<file path="src/rtl/mem_stage.sv">
`default_nettype none
// ============================================================================
// Module   : mem_stage
// Purpose  : Memory pipeline stage behind EX. Non-memory instructions are
//            registered straight through to WB with one cycle of latency.
//            Loads/stores run a req/gnt/rvalid bus access and stall EX until
//            the response returns. Every output is driven from a register.
// Ports    : clk, rst_n              - clock, async active-low reset
//            ex_valid_i / ex_ready_o - EX handshake (ready only in IDLE)
//            instr_i, rd_idx_i, rd_en_i, alu_ret_i, rs2_rdata_i - EX bundle
//            dbus_*                  - data bus request / response
//            wb_*                    - one-cycle writeback bundle
//            mem_misalign_o, mem_badaddr_o - only with MEM_MISALIGN_CHECK_EN
// Options  : MEM_MISALIGN_CHECK_EN - trap misaligned half/word accesses
//            instead of issuing them on the bus.
// Revision : 1.0 - initial release
// ============================================================================
module mem_stage #(
  parameter int XLEN          = 32,
  parameter int REG_IDX_WIDTH = 5
) (
  input  logic                     clk,
  input  logic                     rst_n,
  input  logic                     ex_valid_i,
  output logic                     ex_ready_o,
  input  logic [31:0]              instr_i,
  input  logic [REG_IDX_WIDTH-1:0] rd_idx_i,
  input  logic                     rd_en_i,
  input  logic [XLEN-1:0]          alu_ret_i,
  input  logic [XLEN-1:0]          rs2_rdata_i,
  output logic                     dbus_req_o,
  output logic                     dbus_we_o,
  output logic [XLEN-1:0]          dbus_addr_o,
  output logic [XLEN-1:0]          dbus_wdata_o,
  output logic [3:0]               dbus_be_o,
  input  logic                     dbus_gnt_i,
  input  logic                     dbus_rvalid_i,
  input  logic [XLEN-1:0]          dbus_rdata_i,
  output logic                     wb_valid_o,
  output logic [REG_IDX_WIDTH-1:0] wb_rd_idx_o,
  output logic                     wb_rd_en_o,
  output logic [XLEN-1:0]          wb_rdata_o
`ifdef MEM_MISALIGN_CHECK_EN
  ,
  output logic                     mem_misalign_o,
  output logic [XLEN-1:0]          mem_badaddr_o
`endif
);

  localparam logic [6:0] c_op_load  = 7'b0000011;
  localparam logic [6:0] c_op_store = 7'b0100011;

  localparam logic [1:0] c_st_idle = 2'd0;
  localparam logic [1:0] c_st_req  = 2'd1;
  localparam logic [1:0] c_st_wait = 2'd2;

  logic [1:0] r_state, w_state_next;

  // Access attributes captured at acceptance, used when the response returns
  logic [2:0]               r_fun3;
  logic [1:0]               r_alo;
  logic [REG_IDX_WIDTH-1:0] r_rd_idx;
  logic                     r_rd_en;
  logic                     r_is_store;

  // Decode of the incoming instruction
  logic       w_is_load, w_is_store, w_is_mem, w_misalign;
  logic [2:0] w_fun3;
  logic [1:0] w_alo;
  logic       w_unused;

  assign w_fun3     = instr_i[14:12];
  assign w_alo      = alu_ret_i[1:0];
  assign w_is_load  = (instr_i[6:0] == c_op_load);
  assign w_is_store = (instr_i[6:0] == c_op_store);
  assign w_is_mem   = w_is_load | w_is_store;
  assign w_unused   = &{1'b0, instr_i[31:15], instr_i[11:7]};

`ifdef MEM_MISALIGN_CHECK_EN
  assign w_misalign = ((w_fun3[1:0] == 2'b01) & w_alo[0]) |
                      (w_fun3[1] & (w_alo != 2'b00));
`else
  assign w_misalign = 1'b0;
`endif

  // Byte enables and lane-replicated store data; fun3[1:0] gives the size
  logic [3:0]      w_be;
  logic [XLEN-1:0] w_wdata;

  always_comb begin
    w_be    = 4'b1111;
    w_wdata = rs2_rdata_i;
    case (w_fun3[1:0])
      2'b00: begin
        w_be    = 4'b0001 << w_alo;
        w_wdata = {(XLEN/8){rs2_rdata_i[7:0]}};
      end
      2'b01: begin
        w_be    = w_alo[1] ? 4'b1100 : 4'b0011;
        w_wdata = {(XLEN/16){rs2_rdata_i[15:0]}};
      end
      default: ;
    endcase
  end

  // Load extraction uses the latched lane; fun3[2] selects zero extension
  logic [7:0]      w_lbyte;
  logic [15:0]     w_lhalf;
  logic [XLEN-1:0] w_load_data;

  assign w_lbyte = dbus_rdata_i[{r_alo, 3'b000} +: 8];
  assign w_lhalf = dbus_rdata_i[{r_alo[1], 4'b0000} +: 16];

  always_comb begin
    w_load_data = dbus_rdata_i;
    case (r_fun3)
      3'b000:  w_load_data = {{(XLEN-8){w_lbyte[7]}}, w_lbyte};
      3'b100:  w_load_data = {{(XLEN-8){1'b0}}, w_lbyte};
      3'b001:  w_load_data = {{(XLEN-16){w_lhalf[15]}}, w_lhalf};
      3'b101:  w_load_data = {{(XLEN-16){1'b0}}, w_lhalf};
      default: ;
    endcase
  end

  // ---------------------------------------------------------------- state reg
  always_ff @(posedge clk or negedge rst_n) begin
    if (!rst_n) r_state <= c_st_idle;
    else        r_state <= w_state_next;
  end

  // --------------------------------------------------------------- next state
  always_comb begin
    w_state_next = r_state;
    case (r_state)
      c_st_idle: if (ex_valid_i && w_is_mem && !w_misalign) w_state_next = c_st_req;
      c_st_req:  if (dbus_gnt_i)    w_state_next = c_st_wait;
      c_st_wait: if (dbus_rvalid_i) w_state_next = c_st_idle;
      default:   w_state_next = c_st_idle;
    endcase
  end

  // ------------------------------------------------- next values of outputs
  logic                     w_req_d, w_we_d, w_wb_valid_d, w_wb_rd_en_d, w_latch;
  logic                     w_misalign_d;
  logic [XLEN-1:0]          w_addr_d, w_wdata_d, w_wb_rdata_d;
  logic [3:0]               w_be_d;
  logic [REG_IDX_WIDTH-1:0] w_wb_rd_idx_d;

  always_comb begin
    // Bus and WB data fields hold by default; only the valid pulses clear
    w_req_d       = dbus_req_o;
    w_we_d        = dbus_we_o;
    w_addr_d      = dbus_addr_o;
    w_wdata_d     = dbus_wdata_o;
    w_be_d        = dbus_be_o;
    w_wb_valid_d  = 1'b0;
    w_wb_rd_idx_d = wb_rd_idx_o;
    w_wb_rd_en_d  = wb_rd_en_o;
    w_wb_rdata_d  = wb_rdata_o;
    w_latch       = 1'b0;
    w_misalign_d  = 1'b0;
    case (r_state)
      c_st_idle: begin
        if (ex_valid_i) begin
          w_wb_rd_idx_d = rd_idx_i;
          if (!w_is_mem) begin
            w_wb_valid_d = 1'b1;
            w_wb_rd_en_d = rd_en_i;
            w_wb_rdata_d = alu_ret_i;
          end else if (w_misalign) begin
            // Trapped access: retire without a bus request or a reg write
            w_wb_valid_d = 1'b1;
            w_wb_rd_en_d = 1'b0;
            w_wb_rdata_d = '0;
            w_misalign_d = 1'b1;
          end else begin
            w_latch   = 1'b1;
            w_req_d   = 1'b1;
            w_we_d    = w_is_store;
            w_addr_d  = {alu_ret_i[XLEN-1:2], 2'b00};
            w_be_d    = w_be;
            w_wdata_d = w_wdata;
          end
        end
      end
      c_st_req: if (dbus_gnt_i) w_req_d = 1'b0;
      c_st_wait: begin
        if (dbus_rvalid_i) begin
          w_wb_valid_d  = 1'b1;
          w_wb_rd_idx_d = r_rd_idx;
          w_wb_rd_en_d  = r_is_store ? 1'b0 : r_rd_en;
          w_wb_rdata_d  = r_is_store ? '0 : w_load_data;
        end
      end
      default: w_req_d = 1'b0;
    endcase
  end

  assign ex_ready_o = (r_state == c_st_idle);

  // --------------------------------------------------------- output registers
  always_ff @(posedge clk or negedge rst_n) begin
    if (!rst_n) begin
      dbus_req_o   <= 1'b0;
      dbus_we_o    <= 1'b0;
      dbus_addr_o  <= '0;
      dbus_wdata_o <= '0;
      dbus_be_o    <= '0;
      wb_valid_o   <= 1'b0;
      wb_rd_idx_o  <= '0;
      wb_rd_en_o   <= 1'b0;
      wb_rdata_o   <= '0;
      r_fun3       <= '0;
      r_alo        <= '0;
      r_rd_idx     <= '0;
      r_rd_en      <= 1'b0;
      r_is_store   <= 1'b0;
    end else begin
      dbus_req_o   <= w_req_d;
      dbus_we_o    <= w_we_d;
      dbus_addr_o  <= w_addr_d;
      dbus_wdata_o <= w_wdata_d;
      dbus_be_o    <= w_be_d;
      wb_valid_o   <= w_wb_valid_d;
      wb_rd_idx_o  <= w_wb_rd_idx_d;
      wb_rd_en_o   <= w_wb_rd_en_d;
      wb_rdata_o   <= w_wb_rdata_d;
      if (w_latch) begin
        r_fun3     <= w_fun3;
        r_alo      <= w_alo;
        r_rd_idx   <= rd_idx_i;
        r_rd_en    <= rd_en_i;
        r_is_store <= w_is_store;
      end
    end
  end

`ifdef MEM_MISALIGN_CHECK_EN
  always_ff @(posedge clk or negedge rst_n) begin
    if (!rst_n) begin
      mem_misalign_o <= 1'b0;
      mem_badaddr_o  <= '0;
    end else begin
      mem_misalign_o <= w_misalign_d;
      if (w_misalign_d) mem_badaddr_o <= alu_ret_i;
    end
  end
`endif

endmodule
`default_nettype wire

</file>
<file path="config.mk">
export PLATFORM = sky130hd
export DESIGN_NAME = mem_stage
export DESIGN_NICKNAME = d
export VERILOG_FILES = /design/src/rtl/mem_stage.sv
export SDC_FILE = /design/constraint.sdc
export NUM_CORES = 1
export LEC_CHECK = 0
export ABC_AREA = 1
export BUFFER_PORTS_ARGS = -buffer_cell sky130_fd_sc_hd__buf_4
export CAP_MARGIN = 5
export CORE_MARGIN = 2
export CORE_UTILIZATION = 48
export DETAILED_ROUTE_END_ITERATION = 12
export GPL_TIMING_DRIVEN = 0
export PLACE_DENSITY = 0.8
export SLEW_MARGIN = 20
export SYNTH_ARGS = -nofsm -noshare
export SYNTH_HDL_FRONTEND = slang
export SYNTH_SLANG_ARGS = --single-unit
export TNS_END_PERCENT = 50
</file>
<file path="constraint.sdc">
create_clock -name clk -period 2.7 [get_ports clk]
set_input_delay 0.54 -clock clk [delete_from_list [all_inputs] [get_ports clk]]
set_output_delay 0.54 -clock clk [all_outputs]
set_load 0.05 [all_outputs]
</file>
# Yosys cells after proc, flatten, opt, wreduce, memory -nomap -nowiden
# Index checks and enable logic that the tools add are counted.
# Widths: inputs -> output; s select.
[word_totals]
elab_cells = 76
memories = 0
romBits = 0
mem_bits_rw = 0
output_inout_bits = 110
ff_bits = 121
in_bits = 139
latchBits = 0
[classes]
n_eq_ne = 14
multipliers = 0
n_addsub = 0
shift = 3
muxes = 32
div_mod_pow = 0
reduce_logical = 10
bitwise_logic = 2
n_lt_le_gt_ge = 0
[ops]
columns = ["op", "count"]
rows = [
  ["$mux 32", 4],
  ["$pmux 32 s2", 2],
  ["$pmux 32 s4", 1],
  ["$shiftx 32x6->16", 1],
  ["$shiftx 32x6->8", 1],
  ["$mux 1", 13],
  ["$mux 5", 2],
  ["$pmux 5 s2", 1],
  ["$reduce_and 3->1", 3],
  ["$ne 2x2->1 const B", 4],
  ["$pmux 4 s2", 1],
  ["$reduce_and 4->1", 2],
  ["$eq 7x2->1 const B", 1],
  ["$eq 7x6->1 const B", 1],
  ["$eq 3x3->1 const B", 2],
  ["$mux 2", 3],
  ["$pmux 2 s3", 1],
  ["$eq 2x1->1 const B", 2],
  ["$logic_not 2->1", 2],
  ["$mux 4", 1],
  ["$ne 2x1->1 const B", 2],
  ["$pmux 1 s2", 2],
  ["$shl 1x2->4 const A", 1],
  ["$eq 3x1->1 const B", 1],
  ["7 further kinds", 7],
]

# Depth between registers and ports, before layout
[logic_depth]
ltp_word = 5
depth_mapped = 10
ltp_nobuf = 9

# Worst setup path before layout
# OpenSTA, ideal clock, no wires.
[synth_path]
path_type = "register to register"
start = "register r_state[0]"
end = "register dbus_wdata_o[1]"
setup_slack_ns = 0.985
period_less_slack_ns = 1.715
path_buffers = 2
setup_ns = 0.119
stages_incl_launch_ff = 9
required_time_ns = 2.581
t_arrival_ns = 1.596
path_cell_list = "dfrtp_1 > nor2_4 > nand4_4 > nor2_2 > inv_2 > buf_2 > buf_6 > nand2_1 > nand2_1"
[synth_between]
elab_chain_cells = 2
[synth_lines]
columns = ["item", "line_no", "rtl"]
rows = [
  ["from (decl)", "57", "logic [1:0] r_state, w_state_next;"],
  ["from (signal assigned)", "127", "if (!rst_n) r_state <= c_st_idle;"],
  ["from (signal assigned)", "128", "else r_state <= w_state_next;"],
  ["$logic_not 2->1", "-", ""],
  ["named net ex_ready_o", "25", "output logic ex_ready_o,"],
  ["$reduce_and 3->1 (no line)", "-", ""],
  ["to (signal assigned)", "222", "dbus_wdata_o <= w_wdata_d;"],
  ["to (decl)", "34", "output logic [XLEN-1:0] dbus_wdata_o,"],
]
# The timed path passes the listed nets, and every way through them passes these cells.
# A chain may end at the register's enable or synchronous reset.

# Worst setup path in the final report
[layout_path]
start = "register r_state[0]"
end = "output ex_ready_o"
[layout_between]
elab_chain_cells = 1
[layout_lines]
columns = ["item", "line_no", "rtl"]
rows = [
  ["$logic_not 2->1", "199", "assign ex_ready_o = (r_state == c_st_idle);"],
  ["to (decl)", "25", ""],
]
# Every way passes these cells.

==> metrics <==
Hold Fails Final Rpt 0; flop and latch count out of synthesis 121; All-Layer GR Usage 0.2899; top post-synthesis cells by area dfrtp_1 (50%), nand2_1 (16%), nor2_1 (9.2%); FMAX 541.4 MHz; Worst setup EP type output pin; vias in the first global route 6020; leakage power 0.004535 uW; area grow syn2layout 41.61%; H-tree Lvls 4; Routability Congestion 0.9303; hold crit path type in2async; design area 8554 um^2; global route overflow 0; Synth Cell Area 6041 um^2; Worst Setup Path Type reg2out; Via density 5.091; Root Buffer clkbuf_16; reg2reg end wb_rdata_o[21]$_DFFE_PN0P_; CTS clk-pin slew, worst paths 0.05 ns; share of cells above drive strength 1 0.2725; area share of the largest cell type after synthesis 0.5012; First DRT Iteration DRCs 678; max-cap viol count 0; Power Density 747.3 nW/um^2; TritonCTS buffer count 17; Net count, final 1206; initial antenna violation count 0; # setup viols final 0; startpoint types flop; Routed Antenna Nets 0; Cell Area, Placed 7968 um^2; Hold Buf Count CTS 0; detailed placement HPWL 14570 um; Post-synth top cells nand2_1 (251), nor2_1 (148), dfrtp_1 (121); area leader, netlist dfrtp_1; total power 6393 uW; Filler cells 1054; post-synthesis cell type count 25; CTS sink cnt 121; depth of the most critical reg-to-reg path 9; largest net degree at the start of global routing 74; postcts setup bufs 0; register area share after synthesis 0.5012; Max VDD drop 0.4086 mV; vias after detailed routing 6348; Worst-Margin Slew 0.6780 ns; CTS Buffer Depth 2; outcome complete, no violations; RSZ-0062 raised after global routing false; Boundary Pins 249; cts repair resizes 0; ANT cells 0; r2r setup slk 0.93 ns; Clock Skew 0.006879 ns; post-layout util 0.7034; top_reg_cell synth dfrtp_1; Crit path required time 2.16 ns; row cnt 40; first-pass GRT wire length 30120 um; die area 13500 um^2; core area 12160 um^2; PortBufs 224; Vert. Die Dim 116.2 um; Worst slew margin 0.5480; Slew Viols, Final 0; Initial Util 0.4967; Critical R2R Launch r_state[0]$_DFFE_PN0P_; synthesized area per cell 7.349 um^2; Synth Warn # 0; DR pass1 iterations 5; CTS tree built; fin crit share 0.6841; setup TNS 0 ns; WL final 19440 um; Post-synth ARST share 1.000; clock latency on the worst-skew pair 0.42 ns; synthesized instance count 822; WL per Instance 15.59 um; die span in x 116.2 um; DR DRC count 0; Arr. time, crit path 1.31 ns; Fin Hold WS 0.1465 ns; CP Max Fanout 5; top-count cell post-synth nand2_1; min Tclk post-route 1.847 ns; EDFF count, synth 0
## worst max-delay path by stage
stage / slack [ns] / from / endpoint
2_1_floorplan: 0.99 / r_state[0]$_DFFE_PN0P_ / dbus_wdata_o[1]$_DFFE_PN0P_
3_3_place_gp: 0.72 / instr_i[4] / dbus_wdata_o[10]$_DFFE_PN0P_
3_5_place_dp: 0.71 / instr_i[3] / dbus_wdata_o[3]$_DFFE_PN0P_
4_1_cts: 0.84 / r_state[0]$_DFFE_PN0P_ / ex_ready_o
5_1_grt: 0.78 / r_state[0]$_DFFE_PN0P_ / dbus_addr_o[16]$_DFFE_PN0P_
6_report: 0.85 / r_state[0]$_DFFE_PN0P_ / ex_ready_o
## critical path, stage by stage (launching register included)
cell and delay [ns]:
dfrtp_1 0.46, nor2_4 0.20, buf_4 0.23
## area by class of cell
class / count / area, um^2 / area share
buffer: 42 / 241.5 / 0.02823
clock buffer: 22 / 464.2 / 0.05426
clock inverter: 9 / 122.6 / 0.01433
inverter: 70 / 262.8 / 0.03072
multi-input combinational: 590 / 2512 / 0.2937
sequential: 121 / 3028 / 0.3540
tap: 168 / 210.2 / 0.02457
timing repair buffer: 225 / 1713 / 0.2002
## routing by layer
metal / track usage / vias to the layer above / wire, um
met3: 0.05397 / 49 / 1304
met1: 0.3855 / 2931 / 8426
met2: 0.4647 / 293 / 9096
met5: 0 / - / 0
li1: - / 3075 / -
met4: 0.1325 / 0 / 611
## power by group
part	total [uW]	internal, uW	switching (uW)	leakage, uW
clock	2270	1480	782	0.000290
sequential	2190	2050	138	0.00152
combinational	1940	597	1340	0.00273
## cells by family after synthesis
family | Yosys count | share of synthesized area
AO/OA/AOI/OAI | 149 | 0.1255
buffers and inverters | 112 | 0.08347
flip-flops | 121 | 0.5012
other | 1 | 0.0006208
AND/OR/NAND/NOR | 439 | 0.2891
## state kept, by name, indices dropped and copies added, names as in the netlist, 2 cells and up
signal,flops
r_state,2
wb_rdata_o,32
r_fun3,3
dbus_wdata_o,32
wb_rd_idx_o,5
dbus_be_o,4
dbus_addr_o,30
r_alo,2
r_rd_idx,5
## through the flow
stage | setup WS (ns) | instances
finish | 0.8530 | 1247
CTS | 0.8432 | 1247
global route | 0.7836 | 1247
global placement | 0.7191 | 1215
floorplan | 0.9850 | 823
detailed placement | 0.7051 | 1216
## layout by cell type, fill, tap and decap left out, drive strengths merged, types with 3 or more instances in the layout
cell | synthesis | layout
dfrtp | 121 | 121
a21oi | 53 | 53
o21ai | 89 | 89
nand3 | 24 | 24
clkbuf | 15 | 37
bufinv | 0 | 3
nand2 | 256 | 256
a31oi | 5 | 5
inv | 69 | 69
nor2 | 152 | 152
clkinv | 1 | 6
nand4 | 4 | 4
nand3b | 3 | 3
buf | 27 | 252
(Power assumes the default switching activity.)
